$ cat config.mk
export PLATFORM = sky130hd
export DESIGN_NAME = vga_frame_reader_flat
export DESIGN_NICKNAME = d
export VERILOG_FILES = /design/src/rtl/vga_frame_reader_if.sv /design/src/rtl/vga_frame_reader.sv /design/src/flat_wrapper.sv
export SDC_FILE = /design/constraint.sdc
export NUM_CORES = 1
export LEC_CHECK = 0
export CAP_MARGIN = 10
export CORE_MARGIN = 2
export CORE_UTILIZATION = 50
export DETAILED_ROUTE_END_ITERATION = 10
export MAX_ROUTING_LAYER = met4
export PLACE_DENSITY_LB_ADDON = 0.12
export SYNTH_ARGS = -nofsm -noshare
export SYNTH_HDL_FRONTEND = slang
export SYNTH_SLANG_ARGS = --single-unit
$ cat constraint.sdc
create_clock -name clk -period 3.3 [get_ports clk]
set_clock_uncertainty 0.05 [all_clocks]
set_input_delay 0.33 -clock clk [delete_from_list [all_inputs] [get_ports clk]]
set_output_delay 0.33 -clock clk [all_outputs]
set_load 0.01 [all_outputs]
$ cat src/rtl/vga_frame_reader_if.sv
// Read-port bundle between vga_frame_reader and a synchronous data RAM.
//   rd_addr : word address, master -> RAM
//   rd_en   : one-clk read strobe, master -> RAM
//   rd_data : read data, valid exactly one clk after rd_en, RAM -> master
interface vga_frame_reader_if #(
  parameter int S = 32
);
  logic [S-1:0] rd_addr;
  logic         rd_en;
  logic [S-1:0] rd_data;

  modport master (output rd_addr, output rd_en, input rd_data);
  modport slave  (input rd_addr, input rd_en, output rd_data);
endinterface

$ cat src/rtl/vga_frame_reader.sv
// VGA frame reader: generates 640x480@60 timing from a 50 MHz clock and,
// while enabled, streams an IMG_W x IMG_H image out of a data RAM, one word
// per pixel, placing it in the top-left corner of the visible area.
// Ports:
//   clk         : 50 MHz system clock
//   rst         : asynchronous active-low reset
//   enable      : display request, sampled only at the frame boundary
//   rd          : RAM read port (rd_addr / rd_en out, rd_data in)
//   rgb         : pixel colour {R,G,B}, one pixel behind the counters
//   h_sync      : horizontal sync, active-low, aligned with rgb
//   v_sync      : vertical sync, active-low, aligned with rgb
//   vga_clk     : 25 MHz pixel clock (clk / 2)
//   frame_start : one-clk pulse on the tick where the counters wrap to (0,0)
// The H_* / V_* parameters default to standard 640x480@60 timing.
module vga_frame_reader #(
  parameter int           S         = 32,
  parameter logic [S-1:0] BASE_ADDR = '0,
  parameter int           IMG_W     = 100,
  parameter int           IMG_H     = 100,
  parameter int           H_VIS     = 640,
  parameter int           H_FP      = 16,
  parameter int           H_SYNC    = 96,
  parameter int           H_BP      = 48,
  parameter int           V_VIS     = 480,
  parameter int           V_FP      = 10,
  parameter int           V_SYNC    = 2,
  parameter int           V_BP      = 33
) (
  input  logic               clk,
  input  logic               rst,
  input  logic               enable,
  vga_frame_reader_if.master rd,
  output logic [23:0]        rgb,
  output logic               h_sync,
  output logic               v_sync,
  output logic               vga_clk,
  output logic               frame_start
);
  localparam int H_TOT = H_VIS + H_FP + H_SYNC + H_BP;
  localparam int V_TOT = V_VIS + V_FP + V_SYNC + V_BP;
  localparam logic [9:0] H_LAST   = 10'(H_TOT - 1);
  localparam logic [9:0] V_LAST   = 10'(V_TOT - 1);
  localparam logic [9:0] HS_FIRST = 10'(H_VIS + H_FP);
  localparam logic [9:0] HS_LAST  = 10'(H_VIS + H_FP + H_SYNC - 1);
  localparam logic [9:0] VS_FIRST = 10'(V_VIS + V_FP);
  localparam logic [9:0] VS_LAST  = 10'(V_VIS + V_FP + V_SYNC - 1);
  localparam logic [9:0] IMG_W_C  = 10'(IMG_W);
  localparam logic [9:0] IMG_H_C  = 10'(IMG_H);
  localparam logic [S-1:0] ROW_STEP = S'(IMG_W);

  typedef enum logic {IDLE = 1'b0, SHOW = 1'b1} state_e;

  state_e       state_q, state_d;
  logic         tick_q;
  logic [9:0]   h_cnt_q, h_cnt_d;
  logic [9:0]   v_cnt_q, v_cnt_d;
  logic [S-1:0] row_base_q, row_base_d;
  logic         line_end, frame_end, in_img;
  logic         vld_p0_q, hs_p0_q, vs_p0_q;
  logic [23:0]  rgb_q;
  logic         hs_q, vs_q;
  logic         unused_rd_data;

  // Upper colour-word bits carry no pixel information.
  assign unused_rd_data = ^rd.rd_data[S-1:24];

  // tick_q is high in every second clk; it doubles as the pixel clock so
  // vga_clk rises in exactly the cycle where the pixel tick is asserted.
  always_ff @(posedge clk or negedge rst) begin
    if (!rst) tick_q <= 1'b0;
    else      tick_q <= ~tick_q;
  end

  assign line_end  = tick_q && (h_cnt_q == H_LAST);
  assign frame_end = line_end && (v_cnt_q == V_LAST);

  // h_cnt doubles as the column offset inside the current row; the row base
  // steps by IMG_W per image line so no multiplier is needed.
  always_comb begin
    h_cnt_d    = h_cnt_q;
    v_cnt_d    = v_cnt_q;
    row_base_d = row_base_q;
    if (tick_q) begin
      if (line_end) begin
        h_cnt_d = '0;
        if (frame_end) begin
          v_cnt_d    = '0;
          row_base_d = BASE_ADDR;
        end else begin
          v_cnt_d = v_cnt_q + 10'd1;
          if (v_cnt_q < IMG_H_C) row_base_d = row_base_q + ROW_STEP;
        end
      end else begin
        h_cnt_d = h_cnt_q + 10'd1;
      end
    end
  end

  always_ff @(posedge clk or negedge rst) begin
    if (!rst) begin
      h_cnt_q    <= '0;
      v_cnt_q    <= '0;
      row_base_q <= BASE_ADDR;
    end else begin
      h_cnt_q    <= h_cnt_d;
      v_cnt_q    <= v_cnt_d;
      row_base_q <= row_base_d;
    end
  end

  // FSM: state register
  always_ff @(posedge clk or negedge rst) begin
    if (!rst) state_q <= IDLE;
    else      state_q <= state_d;
  end

  // FSM: next state, only decided at the frame boundary
  always_comb begin
    state_d = state_q;
    if (frame_end) state_d = enable ? SHOW : IDLE;
  end

  // FSM: outputs (read strobe for in-image pixels while showing)
  always_comb begin
    in_img     = tick_q && (state_q == SHOW) &&
                 (h_cnt_q < IMG_W_C) && (v_cnt_q < IMG_H_C);
    rd.rd_en   = in_img;
    rd.rd_addr = in_img ? (row_base_q + {{(S-10){1'b0}}, h_cnt_q}) : '0;
  end

  assign frame_start = frame_end;

  // Stage p0: capture pixel attributes on the tick, while the read is in flight
  always_ff @(posedge clk or negedge rst) begin
    if (!rst) begin
      vld_p0_q <= 1'b0;
      hs_p0_q  <= 1'b1;
      vs_p0_q  <= 1'b1;
    end else if (tick_q) begin
      vld_p0_q <= in_img;
      hs_p0_q  <= !((h_cnt_q >= HS_FIRST) && (h_cnt_q <= HS_LAST));
      vs_p0_q  <= !((v_cnt_q >= VS_FIRST) && (v_cnt_q <= VS_LAST));
    end
  end

  // Stage p1: RAM data has arrived; colour and syncs are updated together
  always_ff @(posedge clk or negedge rst) begin
    if (!rst) begin
      rgb_q <= '0;
      hs_q  <= 1'b1;
      vs_q  <= 1'b1;
    end else if (!tick_q) begin
      rgb_q <= vld_p0_q ? rd.rd_data[23:0] : 24'h000000;
      hs_q  <= hs_p0_q;
      vs_q  <= vs_p0_q;
    end
  end

  assign rgb     = rgb_q;
  assign h_sync  = hs_q;
  assign v_sync  = vs_q;
  assign vga_clk = tick_q;
endmodule
$ cat src/flat_wrapper.sv
// flat-port wrapper written by rule: the top's interface ports become plain ports
module vga_frame_reader_flat 
#(
  parameter int           S         = 32,
  parameter logic [S-1:0] BASE_ADDR = '0,
  parameter int           IMG_W     = 100,
  parameter int           IMG_H     = 100,
  parameter int           H_VIS     = 640,
  parameter int           H_FP      = 16,
  parameter int           H_SYNC    = 96,
  parameter int           H_BP      = 48,
  parameter int           V_VIS     = 480,
  parameter int           V_FP      = 10,
  parameter int           V_SYNC    = 2,
  parameter int           V_BP      = 33
)
  (clk, rst, enable, rgb, h_sync, v_sync, vga_clk, frame_start, rd_rd_addr, rd_rd_en, rd_rd_data);
  vga_frame_reader_if #(.S(S)) rd_i ();
  input  logic clk;
  input  logic rst;
  input  logic enable;
  output logic [23:0] rgb;
  output logic h_sync;
  output logic v_sync;
  output logic vga_clk;
  output logic frame_start;
  output wire logic [$bits(rd_i.rd_addr)-1:0] rd_rd_addr;
  output wire logic [$bits(rd_i.rd_en)-1:0] rd_rd_en;
  input wire logic [$bits(rd_i.rd_data)-1:0] rd_rd_data;
  assign rd_rd_addr = rd_i.rd_addr;
  assign rd_rd_en = rd_i.rd_en;
  assign rd_i.rd_data = rd_rd_data;
  vga_frame_reader #(.S(S), .BASE_ADDR(BASE_ADDR), .IMG_W(IMG_W), .IMG_H(IMG_H), .H_VIS(H_VIS), .H_FP(H_FP), .H_SYNC(H_SYNC), .H_BP(H_BP), .V_VIS(V_VIS), .V_FP(V_FP), .V_SYNC(V_SYNC), .V_BP(V_BP)) u_core (.clk(clk), .rst(rst), .enable(enable), .rd(rd_i), .rgb(rgb), .h_sync(h_sync), .v_sync(v_sync), .vga_clk(vga_clk), .frame_start(frame_start));
endmodule
==> flow_summary.json <==
{
  "critPathCaptureType": "output port",
  "area_growth_pct": 29.9,
  "final_cells": 677,
  "syn_area_um2": 4470,
  "io_buffers": 87,
  "synth-xor-area-share_pct": 4.70,
  "yosys.area.top_type": "dfrtp_1",
  "power_uw": 1900,
  "drt_iter0_drc": 203,
  "path_max_fanout": 42,
  "fmax_mhz": 313,
  "coreArea_um2": 8680,
  "start_util_pct": 51.5,
  "ir_drop_uv": 220,
  "yosysTopAreaCellShare_pct": 43.1,
  "grt_max_degree": 82,
  "yosysMostFrequentCell": "dfrtp_1",
  "insertion_delay_ns": 0.36,
  "synth_fa_ha_area_share_pct": 3.64,
  "synth_top_family_by_area": "simple AND/OR/NAND/NOR gates",
  "place_area_um2": 5480,
  "grt.total_usage_pct": 24.4,
  "leakagePower_uw": 0.00241,
  "die_y_um": 98.6,
  "dr.pass1.iters": 4,
  "io_pins": 96,
  "worstPathRequired_ns": 2.92,
  "diodes": 0,
  "yosysUniqueCellTypes": 52,
  "setup_viol": 0,
  "grt_pass1_vias": 3845,
  "vias": 4063,
  "synth_enable_flop_cells": 0,
  "multi_input_area_um2": 2380,
  "antenna_found_initial": 0,
  "cts-root-buf": "clkbuf_8",
  "rows": 34,
  "cap_violations": 0,
  "setup_slack_ns": 0.106,
  "place_hpwl_mm": 7.70,
  "worst_pin_slew_ns": 1.03,
  "drive_gt1_share_pct": 13.2,
  "dieArea_um2": 9720,
  "drc": 0,
  "hold_viol_final": 0,
  "cts_num_sinks": 81,
  "slew_violations": 0,
  "finalCriticalPeriod_ns": 3.19,
  "synth_fp_nets": 520,
  "hold_class": "primary input to async pin",
  "num-nets-final": 612,
  "fillers": 701,
  "gr-total-overflow": 0,
  "cts.clk_slew.worst_paths_ns": 0.09,
  "stdcell_area_um2": 5810,
  "grt_pass1_wl_mm": 18.8,
  "critical_path_class": "flop to output port",
  "synth_common_cells": "dfrtp_1 (77), a21oi_1 (43), o21ai_0 (40)",
  "cp_data_arrival_time_ns": 2.81,
  "gp_congestion": 0.882,
  "avgSynthCellArea_um2": 9.48,
  "synth-simple-area-share_pct": 21.7,
  "cts_buffers": 9,
  "dp_worst_setup_slack_ns": 0.115,
  "synth-compound-area-share_pct": 20.3,
  "vias_per_cell": 6.00,
  "synthCells": 472,
  "synth_mux_area_share_pct": 0.503,
  "regArea_um2": 2040,
  "setup.worst_path.start_class": "flop",
  "ys_top_cells_by_area": "dfrtp_1 (43%), a21oi_1 (4.8%), a22o_1 (4.7%), o21ai_0 (4.5%), or3_1 (3.8%)",
  "drtAntennaViolNets": 0,
  "async_flop_share_pct": 100,
  "setup_tns_ns": 0,
  "yosysWarnings": 0,
  "outcome": "complete, no violations",
  "ctsHoldBuffers": 0,
  "relSlewSlack_pct": 31.5,
  "clock_path_buffers": 2,
  "synth-seq-cells": 81,
  "power.density_nw_per_um2": 326,
  "finalCritPeriodShare_pct": 96.8,
  "cts_tree": "yes",
  "htree_levels": 3,
  "drt_wl_total_mm": 11.4,
  "ys_seq_area_share_pct": 45.4,
  "drt-wirelength-per-cell_um": 16.9,
  "placed_cells": 655,
  "ys.flop_type": "dfrtp_1",
  "die_w_um": 98.6
}
[cells in the final DEF (no fill, tap or decap), types with 13 or more instances in the layout]
cell              n
dfrtp_1          73
clkdlybuf4s50_1  70
a21oi_1          41
o21ai_0          39
nor2_1           35
nand2_1          30
or3_1            27
a22o_1           24
nand3_1          23
buf_4            19
xnor2_1          14
dlygate4sd2_1    13
[stage by stage]
step	utilization (%)	hold slack (ns)
after global routing	67.0	0.169
after floorplan	-	-0.0156
after CTS	65.8	0.129
final	67.0	0.0767
after global placement	63.1	0.418
after detailed placement	63.1	0.431
[critical path, cell delays in order, from the launching register on]
cell             delay [ns]
dfrtp_2                0.45
ha_4                   0.30
nand3_2                0.13
o22ai_4                0.23
a41oi_2                0.18
buf_12                 0.20
nor3_2                 0.22
o221a_2                0.21
clkdlybuf4s50_1        0.52
[state kept, by name, summed over array words and instances, names as in the netlist]
name and flops:
u_core.h_sync 1, u_core.h_cnt_q 10, u_core.row_base_q 30, u_core.vld_p0_q 1
u_core.v_cnt_q 10, u_core.v_sync 1, u_core.rgb 24, u_core.state_q 1
u_core.vs_p0_q 1, u_core.hs_p0_q 1, u_core.vga_clk 1
[cells by family (layout without fill, tap and decap cells)]
kind of cell | count (synthesis) | count (layout)
adder cells (fa/ha/maj) | 13 | 13
XOR/XNOR | 24 | 24
AND/OR/NAND/NOR | 174 | 174
multiplexers | 2 | 2
buffers and inverters | 38 | 135
AO/OA/AOI/OAI | 140 | 140
flip-flops | 81 | 81
[final cells by class]
cell class	instances	share of cell area (%)
repair buffers	106	17.2
clock inverters	7	1.46
flip-flops and latches	81	35.0
inverters	13	0.840
multi-input cells	353	41.0
clock buffers	9	2.13
well taps	108	2.33
[layer usage]
metal | global-route usage (%) | vias to the layer above | part of all wire, %
met4 | 7.59 | 0 | 2.1
met5 | - | - | 0
met3 | 3.83 | 24 | 4.6
li1 | - | 1950 | -
met1 | 31.8 | 1982 | 43
met2 | 39.6 | 107 | 50
[power breakdown]
part / leakage, uW / internal (uW) / switching (uW) / total (uW)
Combinational: 0.00128 / 63.4 / 40.7 / 104
Clock: 0.000100 / 365 / 413 / 778
Sequential: 0.00103 / 1010 / 8.09 / 1010
[path summary, 6_finish.rpt]
path                       depth (start not counted)                        startpoint  slack (ns)                                end
min in group clk                                   2        u_core.hs_p0_q$_DFFE_PN1P_        0.44         u_core.hs_p0_q$_DFFE_PN1P_
min reg2reg                                        2        u_core.hs_p0_q$_DFFE_PN1P_        0.44         u_core.hs_p0_q$_DFFE_PN1P_
min                                                1                               rst        0.08  u_core.row_base_q[25]$_DFFE_PN0P_
max reg2reg                                        6     u_core.v_cnt_q[4]$_DFFE_PN0P_        0.71  u_core.row_base_q[25]$_DFFE_PN0P_
max                                                8  u_core.row_base_q[5]$_DFFE_PN0P_        0.11                     rd_rd_addr[21]
max in group asynchronous                          1                               rst        2.40   u_core.row_base_q[4]$_DFFE_PN0P_
[repair_timing]
item | CTS | global route
gates cloned | 0 | 0
pin swaps | 1 | 1
setup endpoints to repair | 23 | 15
gates resized for setup | 20 | 19
buffers inserted | 2 | 4
Power figures use the tool's default switching activity.
